### config.mk
export PLATFORM = sky130hd
export DESIGN_NAME = fsk_key_framer
export DESIGN_NICKNAME = d
export VERILOG_FILES = /design/src/rtl/fsk_pkg.sv /design/src/rtl/fsk_baud_gen.sv /design/src/rtl/fsk_key_framer.sv
export SDC_FILE = /design/constraint.sdc
export NUM_CORES = 1
export LEC_CHECK = 0
export CORE_MARGIN = 3
export CORE_UTILIZATION = 40
export DETAILED_ROUTE_END_ITERATION = 16
export HOLD_SLACK_MARGIN = 0.05
export RECOVER_POWER = 50
export SKIP_LAST_GASP = 1
export SLEW_MARGIN = 0
export SYNTH_ARGS = -nofsm -noshare
export SYNTH_HDL_FRONTEND = slang
export SYNTH_HIERARCHICAL = 1
export SYNTH_SLANG_ARGS = --single-unit
### constraint.sdc
create_clock -name clk -period 4.08 [get_ports clk]
set_clock_uncertainty 0.15 [all_clocks]
set_input_delay 0.612 -clock clk [delete_from_list [all_inputs] [get_ports clk]]
set_output_delay 0.612 -clock clk [all_outputs]
set_load 0.005 [all_outputs]
### src/rtl/fsk_pkg.sv
// Shared types and constants for the FSK key framer: FSM states, frame
// geometry and the width of the baud counter.
package fsk_pkg;

    typedef enum logic [2:0] {
        IDLE,
        START,
        DATA,
        PARITY,
        STOP
    } fsk_state_t;

    localparam int   FSK_DATA_BITS  = 8;
    localparam logic FSK_IDLE_LEVEL = 1'b1;
    localparam int   FSK_CNT_W      = 24;

endpackage

### src/rtl/fsk_baud_gen.sv
// Baud counter for the key framer. Counts 0..BAUD_DIV-1 and wraps; restart
// forces the count back to zero so a new frame begins on a clean bit boundary.
module fsk_baud_gen
    import fsk_pkg::*;
#(
    parameter int BAUD_DIV = 1000000
) (
    input  logic clk,
    input  logic rst,
    input  logic restart,
    output logic bit_end,
    output logic bit_start
);

    localparam logic [FSK_CNT_W-1:0] LAST     = FSK_CNT_W'(BAUD_DIV - 1);
    localparam logic [FSK_CNT_W-1:0] PRE_LAST = FSK_CNT_W'(BAUD_DIV - 2);

    logic [FSK_CNT_W-1:0] cnt;

    always_ff @(posedge clk) begin
        if (rst || restart) begin
            cnt <= '0;
        end else if (cnt == LAST) begin
            cnt <= '0;
        end else begin
            cnt <= cnt + FSK_CNT_W'(1);
        end
    end

    // Both pulses look one edge ahead so the framer can register its outputs:
    // bit_start: a new bit begins at the next edge; bit_end: the next cycle is a bit's last.
    assign bit_start = restart || (cnt == LAST);
    assign bit_end   = !restart && (cnt == PRE_LAST);

endmodule

### src/rtl/fsk_key_framer.sv
// Serialises bytes into start/data/[parity]/stop frames on the FSK key line.
// Define FSK_FRAMER_PARITY_EN to compile in the even-parity bit.
module fsk_key_framer
    import fsk_pkg::*;
#(
    parameter int BAUD_DIV  = 1000000,
    parameter int STOP_BITS = 1
) (
    input  logic       clk,
    input  logic       rst,
    input  logic [7:0] din,
    input  logic       din_valid,
    output logic       din_ready,
    output logic       key,
    output logic       busy,
    output logic       bit_tick,
    output logic       frame_done
);

    fsk_state_t state, state_next;
    logic       hold_valid;
    logic [7:0] hold_data;
    logic [7:0] shift;
    logic [2:0] bit_idx;
    logic       stop_idx;
    logic       key_next;
    logic       load_shift;
    logic       shift_en;
    logic       stop_adv;
    logic       restart;
    logic       last_stop;
    logic       accept;
    logic       bit_end;
    logic       bit_start;
`ifdef FSK_FRAMER_PARITY_EN
    logic       parity_acc;
`endif

    assign din_ready = !hold_valid;
    assign busy      = (state != IDLE) || hold_valid;
    assign accept    = din_valid && din_ready;
    assign restart   = (state == IDLE) && hold_valid;
    assign last_stop = int'(stop_idx) == STOP_BITS - 1;

    fsk_baud_gen #(.BAUD_DIV(BAUD_DIV)) u_baud (
        .clk       (clk),
        .rst       (rst),
        .restart   (restart),
        .bit_end   (bit_end),
        .bit_start (bit_start)
    );

    // Outside IDLE, bit_start marks the last cycle of the current bit.
    always_comb begin
        state_next = state;
        key_next   = key;
        load_shift = 1'b0;
        shift_en   = 1'b0;
        stop_adv   = 1'b0;
        case (state)
            IDLE: begin
                key_next = FSK_IDLE_LEVEL;
                if (hold_valid) begin
                    state_next = START;
                    load_shift = 1'b1;
                    key_next   = 1'b0;
                end
            end
            START: if (bit_start) begin
                state_next = DATA;
                key_next   = shift[0];
            end
            DATA: if (bit_start) begin
                if (bit_idx == 3'(FSK_DATA_BITS - 1)) begin
`ifdef FSK_FRAMER_PARITY_EN
                    state_next = PARITY;
                    key_next   = parity_acc ^ shift[0];
`else
                    state_next = STOP;
                    key_next   = FSK_IDLE_LEVEL;
`endif
                end else begin
                    shift_en = 1'b1;
                    key_next = shift[1];
                end
            end
`ifdef FSK_FRAMER_PARITY_EN
            PARITY: if (bit_start) begin
                state_next = STOP;
                key_next   = FSK_IDLE_LEVEL;
            end
`endif
            STOP: if (bit_start) begin
                if (!last_stop) begin
                    stop_adv = 1'b1;
                end else if (hold_valid) begin
                    state_next = START;
                    load_shift = 1'b1;
                    key_next   = 1'b0;
                end else begin
                    state_next = IDLE;
                end
            end
            default: state_next = IDLE;
        endcase
    end

    always_ff @(posedge clk) begin
        if (rst) begin
            state      <= IDLE;
            key        <= FSK_IDLE_LEVEL;
            hold_valid <= 1'b0;
            bit_tick   <= 1'b0;
            frame_done <= 1'b0;
            bit_idx    <= '0;
            stop_idx   <= 1'b0;
        end else begin
            state      <= state_next;
            key        <= key_next;
            bit_tick   <= bit_start && (state_next != IDLE);
            frame_done <= bit_end && (state == STOP) && last_stop;
            if (accept) begin
                hold_valid <= 1'b1;
            end else if (load_shift) begin
                hold_valid <= 1'b0;
            end
            if (load_shift) begin
                bit_idx  <= '0;
                stop_idx <= 1'b0;
            end else begin
                if (shift_en) bit_idx  <= bit_idx + 3'd1;
                if (stop_adv) stop_idx <= 1'b1;
            end
        end
    end

`ifdef FSK_FRAMER_PARITY_EN
    always_ff @(posedge clk) begin
        if (rst || load_shift) begin
            parity_acc <= 1'b0;
        end else if (state == DATA && bit_start) begin
            parity_acc <= parity_acc ^ shift[0];
        end
    end
`endif

    // NOTE: byte registers carry no reset; they are only observed while hold_valid or the FSM qualifies them.
    always_ff @(posedge clk) begin
        if (accept) hold_data <= din;
        if (load_shift) begin
            shift <= hold_data;
        end else if (shift_en) begin
            shift <= shift >> 1;
        end
    end

endmodule

== Yosys cells after proc, flatten, opt, wreduce, memory -nomap -nowiden ==
Cells that the tools add are included.
Storage, ports and cells
  bits in registers: 51
  output and inout port bits: 5
  logic and storage cells: 74
Cells by class
  add/sub/neg operators: 2
  eq/ne operators: 11
  muxes and demuxes: 30
  bitwise logic cells: 1
  reductions and logical operators: 20
Operators by type and width (number)
  == test 24 x 20 -> 1 bit, second input constant: 2
  adder 24 x 1 -> 24 bit, second input constant: 1
  two-way mux 1 bit: 19
  two-way mux 3 bit: 6
  two-way mux 8 bit: 2
  one-hot mux 3 bit (4 select lines): 1
  inequality test 2 bit, second input constant: 5
  == test 3 bit, second input constant: 2
  logical AND 1 bit: 6
  AND reduction 6 bit: 1
  nonzero test 3 bit: 2
  one-hot mux 1 bit (4 select lines): 1
  nonzero test 2 bit: 2
  nonzero test 4 bit: 1
  OR reduction 2 bit: 2
  adder 3 x 1 -> 3 bit, second input constant: 1
  == test 3 x 1 -> 1 bit, second input constant: 1
  == test 3 x 2 -> 1 bit, second input constant: 1
  zero test 3 bit: 1
  logical OR 1 bit: 3
  zero test 1 bit: 2
  one-hot mux 1 bit (2 select lines): 1
  NOT 1 bit: 1

== Longest topological paths before layout ==
  word-level depth: 7
  gate-level depth with buffers: 10

== By module ==
The synthesis kept the hierarchy.
By module, submodules not included
  fsk_key_framer: instances 1, cells each 90, area an instance 1172.4 µm²
  fsk_baud_gen: instances 1, cells each 133, area an instance 1129.8 µm²

== Worst setup path after synthesis ==
No wires, ideal clock.
  path type: register -> register
  start: register state[2]
  end: register shift[5], data pin
  library setup time: 0.260 ns
  arrival: 2.307 ns
  setup slack: 1.362 ns
  stages on the path, launching flop included: 9
  path buffers: 2
  period minus slack after synthesis: 2.718 ns
  path through: dfxtp_1 > buf_2 > nor4_1 > o21bai_1 > inv_2 > o21ai_2 > nor4b_4 > buf_6 > mux2_4
Between the ends
  cells in the longest elaborated chain, start to end: 6
RTL lines
  start, declared: line fsk_key_framer.sv:20  | fsk_state_t state, state_next;
  start signal, assigned: line fsk_key_framer.sv:118  | state <= state_next;
  zero test 3 bit: line fsk_key_framer.sv:42  | assign restart = (state == IDLE) && hold_valid;
  logical AND 1 bit: line fsk_key_framer.sv:42
  via restart: line fsk_key_framer.sv:30  | logic restart;
  logical OR 1 bit: line fsk_baud_gen.sv:32  | assign bit_start = restart || (cnt == LAST);
  via bit_start: line fsk_key_framer.sv:34  | logic bit_start;
  two-way mux 1 bit: line fsk_key_framer.sv:93  | STOP: if (bit_start) begin
  one-hot mux 1 bit (2 select lines): line fsk_key_framer.sv:60  | case (state)
  two-way mux 8 bit: line fsk_key_framer.sv:150  | if (load_shift) begin
  end signal, assigned: line fsk_key_framer.sv:151  | shift <= hold_data;
  end signal, assigned: line fsk_key_framer.sv:153  | shift <= shift >> 1;
  end, declared: line fsk_key_framer.sv:23  | logic [7:0] shift;
The timed path passes the listed nets, and every way through them passes these cells.
A chain may end at the register's enable or synchronous reset.

== Final worst setup path ==
  start: register hold_valid
  end: register shift[0] (enable)
Between the ends
  cells in the longest elaborated chain, start to end: 5
RTL lines
  start, declared: line fsk_key_framer.sv:21  | logic hold_valid;
  start signal, assigned: line fsk_key_framer.sv:112  | hold_valid <= 1'b0;
  start signal, assigned: line fsk_key_framer.sv:123  | hold_valid <= 1'b1;
  start signal, assigned: line fsk_key_framer.sv:125  | hold_valid <= 1'b0;
  logical AND 1 bit *: line fsk_key_framer.sv:42
  via restart: line fsk_key_framer.sv:30
  logical OR 1 bit *: line fsk_baud_gen.sv:32
  via bit_start: line fsk_key_framer.sv:34
  two-way mux 1 bit, on equally long branches: line fsk_key_framer.sv:93, fsk_key_framer.sv:73
  one-hot mux 1 bit (2 select lines) or two-way mux 1 bit (tied branches): line fsk_key_framer.sv:60
  nonzero test 2 bit (no source line) *
The timed path passes the listed nets; every way through them passes the cells marked *.

==> impl_metrics.json <==
{
  "synth_edf_count": 16,
  "cts_resized": 0,
  "routed.top_layer": "met4",
  "clkSlewWorstSetupHoldPaths_ns": 0.09,
  "cp_num_buf_inv": 2,
  "status": "finished, violations left",
  "p_int_mw": 0.710,
  "hold_viol": 0,
  "timing.rr.start": "hold_valid",
  "die_area_sq_mm": 0.00670,
  "drtAntennaViolNets": 0,
  "whs_endpoint": "key",
  "initialDrtViolationCount": 91,
  "post-cts-setup-buffers": 0,
  "critical_path_class": "reg2reg",
  "cp_top_family": "simple AND/OR/NAND/NOR gates",
  "yosys_warnings": 6,
  "ir_worst_vdd_mv": 0.212,
  "antenna_cells": 0,
  "worstSetupStartpointType": "register",
  "routedWlPerCell_um": 13.0,
  "drive_gt1_frac": 0.0970,
  "finalNetCount": 251,
  "synth_seq_cells": 51,
  "wl_met2_um": 1760,
  "cts_tree": "yes",
  "slew_headroom": -0.0506,
  "r2r_setup_slack_ns": 0.93,
  "synthTopCellsByCount": "35 x dfxtp_1, 25 x nor2_1, 16 x edfxtp_1",
  "synth_area_leader_cell": "dfxtp_1",
  "io_pins": 16,
  "startpoint": "hold_valid",
  "antenna_found_initial": 0,
  "cts_buffers": 5,
  "cts_root_buffer": "clkbuf_8",
  "syn_to_final_growth_pct": 12.4,
  "tns_ns": 0,
  "violations": "max-capacitance violations, max-slew violations",
  "grt_pass1_vias": 1470,
  "coreArea_sq_mm": 0.00534,
  "fp.dieW_um": 81.9,
  "crit_arrival_ns": 3.00,
  "netlist_top_cells_area": "dfxtp_1 30%, edfxtp_1 21%, xnor2_1 4.6%",
  "p_leak_nw": 0.852,
  "drc": 0,
  "drt_first_pass_iters": 4,
  "clockBufferDepth": 2,
  "row_count": 26,
  "async_flop_share": 0,
  "setup_viol": 0,
  "final_max_slew_viol_count": 24,
  "max_cap_violations": 1,
  "holdPathStages": 2,
  "netlist_area_sq_mm": 0.00230,
  "pwr-share-clk": 0.305,
  "critical_path_required_ns": 3.93,
  "min_from": "key",
  "initial_utilization": 0.432,
  "finalPower_mw": 0.930,
  "grt_usage": 0.130,
  "fmax_mhz": 317,
  "syn_nets": 238,
  "setup_slack_ns": 0.927,
  "clkLatencyLatePin_ns": 0.30,
  "dp_hpwl_um": 2820,
  "worstPathMaxFanout": 12,
  "place.gp.congestion": 0.810,
  "p_switching_mw": 0.221,
  "hold_class": "reg2reg",
  "r2r_end": "shift[0]",
  "hold_slack_ns": 0.333,
  "synthDistinctLibCells": 46,
  "ys_seq_area_frac": 0.513,
  "critPathCaptureType": "register",
  "vias": 1618,
  "synth_top_area_frac": 0.304,
  "routed-wl-met3_um": 121,
  "fin_crit_sh": 0.773,
  "switching_share": 0.237,
  "synth_ff_type": "dfxtp_1",
  "pwr_density_cell_mw_per_mm2": 359,
  "cts.sinks": 51,
  "wl_met1_um": 2050,
  "wl_um": 3980,
  "syn_inst": 223,
  "die_h_um": 81.9,
  "cp_cell_sequence": "inv_1 > nor4_1 > o21bai_1 > inv_2 > o21ai_2 > nor4b_4 > or2_2",
  "vias_per_cell": 5.27,
  "htreeDepth": 2,
  "fin_crit_ns": 3.15,
  "globalRoute.totalOverflow": 0,
  "syn_avg_cell_area_sq_um": 10.3,
  "grt_start_max_net_pins": 24,
  "grt_pass1_wl_um": 6750,
  "dp_slack_ns": 0.896,
  "rsz0062_at_grt": "false",
  "worst_pin_slew_ns": 1.57,
  "power_frac_comb": 0.093,
  "postCtsHoldBufs": 0,
  "io_buffer_count": 15,
  "max_stage_delay_ns": 0.65,
  "reg2regPathDepth": 7,
  "seqPwrFrac": 0.603,
  "crit_slowest_cell": "nor4b_4",
  "synth.most_common_cell": "dfxtp_1"
}
cell usage in the layout (no fill, tap or decap), types with 2 or more instances in the layout:
master | netlist | routed
nor4b_1 | 2 | 2
clkdlybuf4s50_1 | 0 | 2
or3_1 | 7 | 7
a21oi_1 | 12 | 12
mux2i_1 | 3 | 3
inv_1 | 7 | 7
nand4_1 | 7 | 7
and4_1 | 2 | 2
clkbuf_8 | 0 | 5
o21ai_0 | 7 | 7
mux2_2 | 5 | 5
nor2_1 | 25 | 25
edfxtp_1 | 16 | 16
nand2_1 | 7 | 7
nor2b_1 | 2 | 2
or4_1 | 3 | 3
ha_1 | 4 | 4
a31oi_1 | 2 | 2
and3_1 | 2 | 2
dfxtp_1 | 35 | 35
nor3_1 | 12 | 12
nand3_1 | 7 | 7
nand2b_1 | 3 | 3
nor4_1 | 7 | 7
xor2_1 | 4 | 4
mux2_4 | 2 | 2
dlygate4sd3_1 | 0 | 13
xnor2_1 | 12 | 12
per-stage QoR:
step	instances	area (sq um)	util
after floorplan	223	2300	-
after global placement	299	2500	0.469
after detailed placement	299	2500	0.469
after CTS	307	2590	0.486
after global routing	307	2590	0.485
final	307	2590	0.485
worst min-delay path, cell delays in order (launching register included):
cell and delay, ns:
dfxtp_1 0.34, mux2i_1 0.07, nand2b_1 0.06
how the worst max path moves through the flow:
stage / to / slack (ns) / cells after the start
after floorplan: shift[5] / 1.36 / 8
after global routing: shift[0] / 0.67 / 7
after detailed placement: shift[0] / 0.90 / 7
final: shift[0] / 0.93 / 7
after global placement: shift[5] / 1.02 / 7
after CTS: shift[0] / 0.87 / 7
flip-flops by register name, indices dropped and copies added (netlist names):
| register | count |
|---|---|
| frame_done | 1 |
| key | 1 |
| shift | 8 |
| bit_tick | 1 |
| u_baud/cnt | 24 |
| hold_valid | 1 |
| stop_idx | 1 |
| bit_idx | 3 |
| state | 3 |
| hold_data | 8 |
cells by family after synthesis:
group           share of synthesized area
xor+xnor                           0.0609
buf+inv                            0.0342
mux                                0.0505
compound gates                     0.0739
fa+ha+maj                          0.0217
simple gates                        0.246
flops                               0.513
final cells by class:
cell class | count | area (sq um)
fill | 534 | 2750
sequential | 51 | 1180
multi-input combinational | 154 | 1040
timing repair buffer | 16 | 158
tap | 70 | 87.6
clock buffer | 5 | 68.8
inverter | 8 | 30.0
clock inverter | 3 | 20.0
power groups by stage:
stage	logic [mW]	registers [mW]	clock network, mW
final	0.0863	0.561	0.283
after global routing	0.0963	0.564	0.318
after CTS	0.0911	0.561	0.298
after detailed placement	0.0907	0.573	0
after global placement	0.0896	0.573	0
after floorplan	0.0650	0.566	0
routing by layer:
metal,GRT usage,up-vias
met5,0,-
met4,0.0399,0
met3,0.0340,4
met2,0.196,19
met1,0.181,763
li1,-,832
No activity file was read; power rests on OpenSTA's default activity.
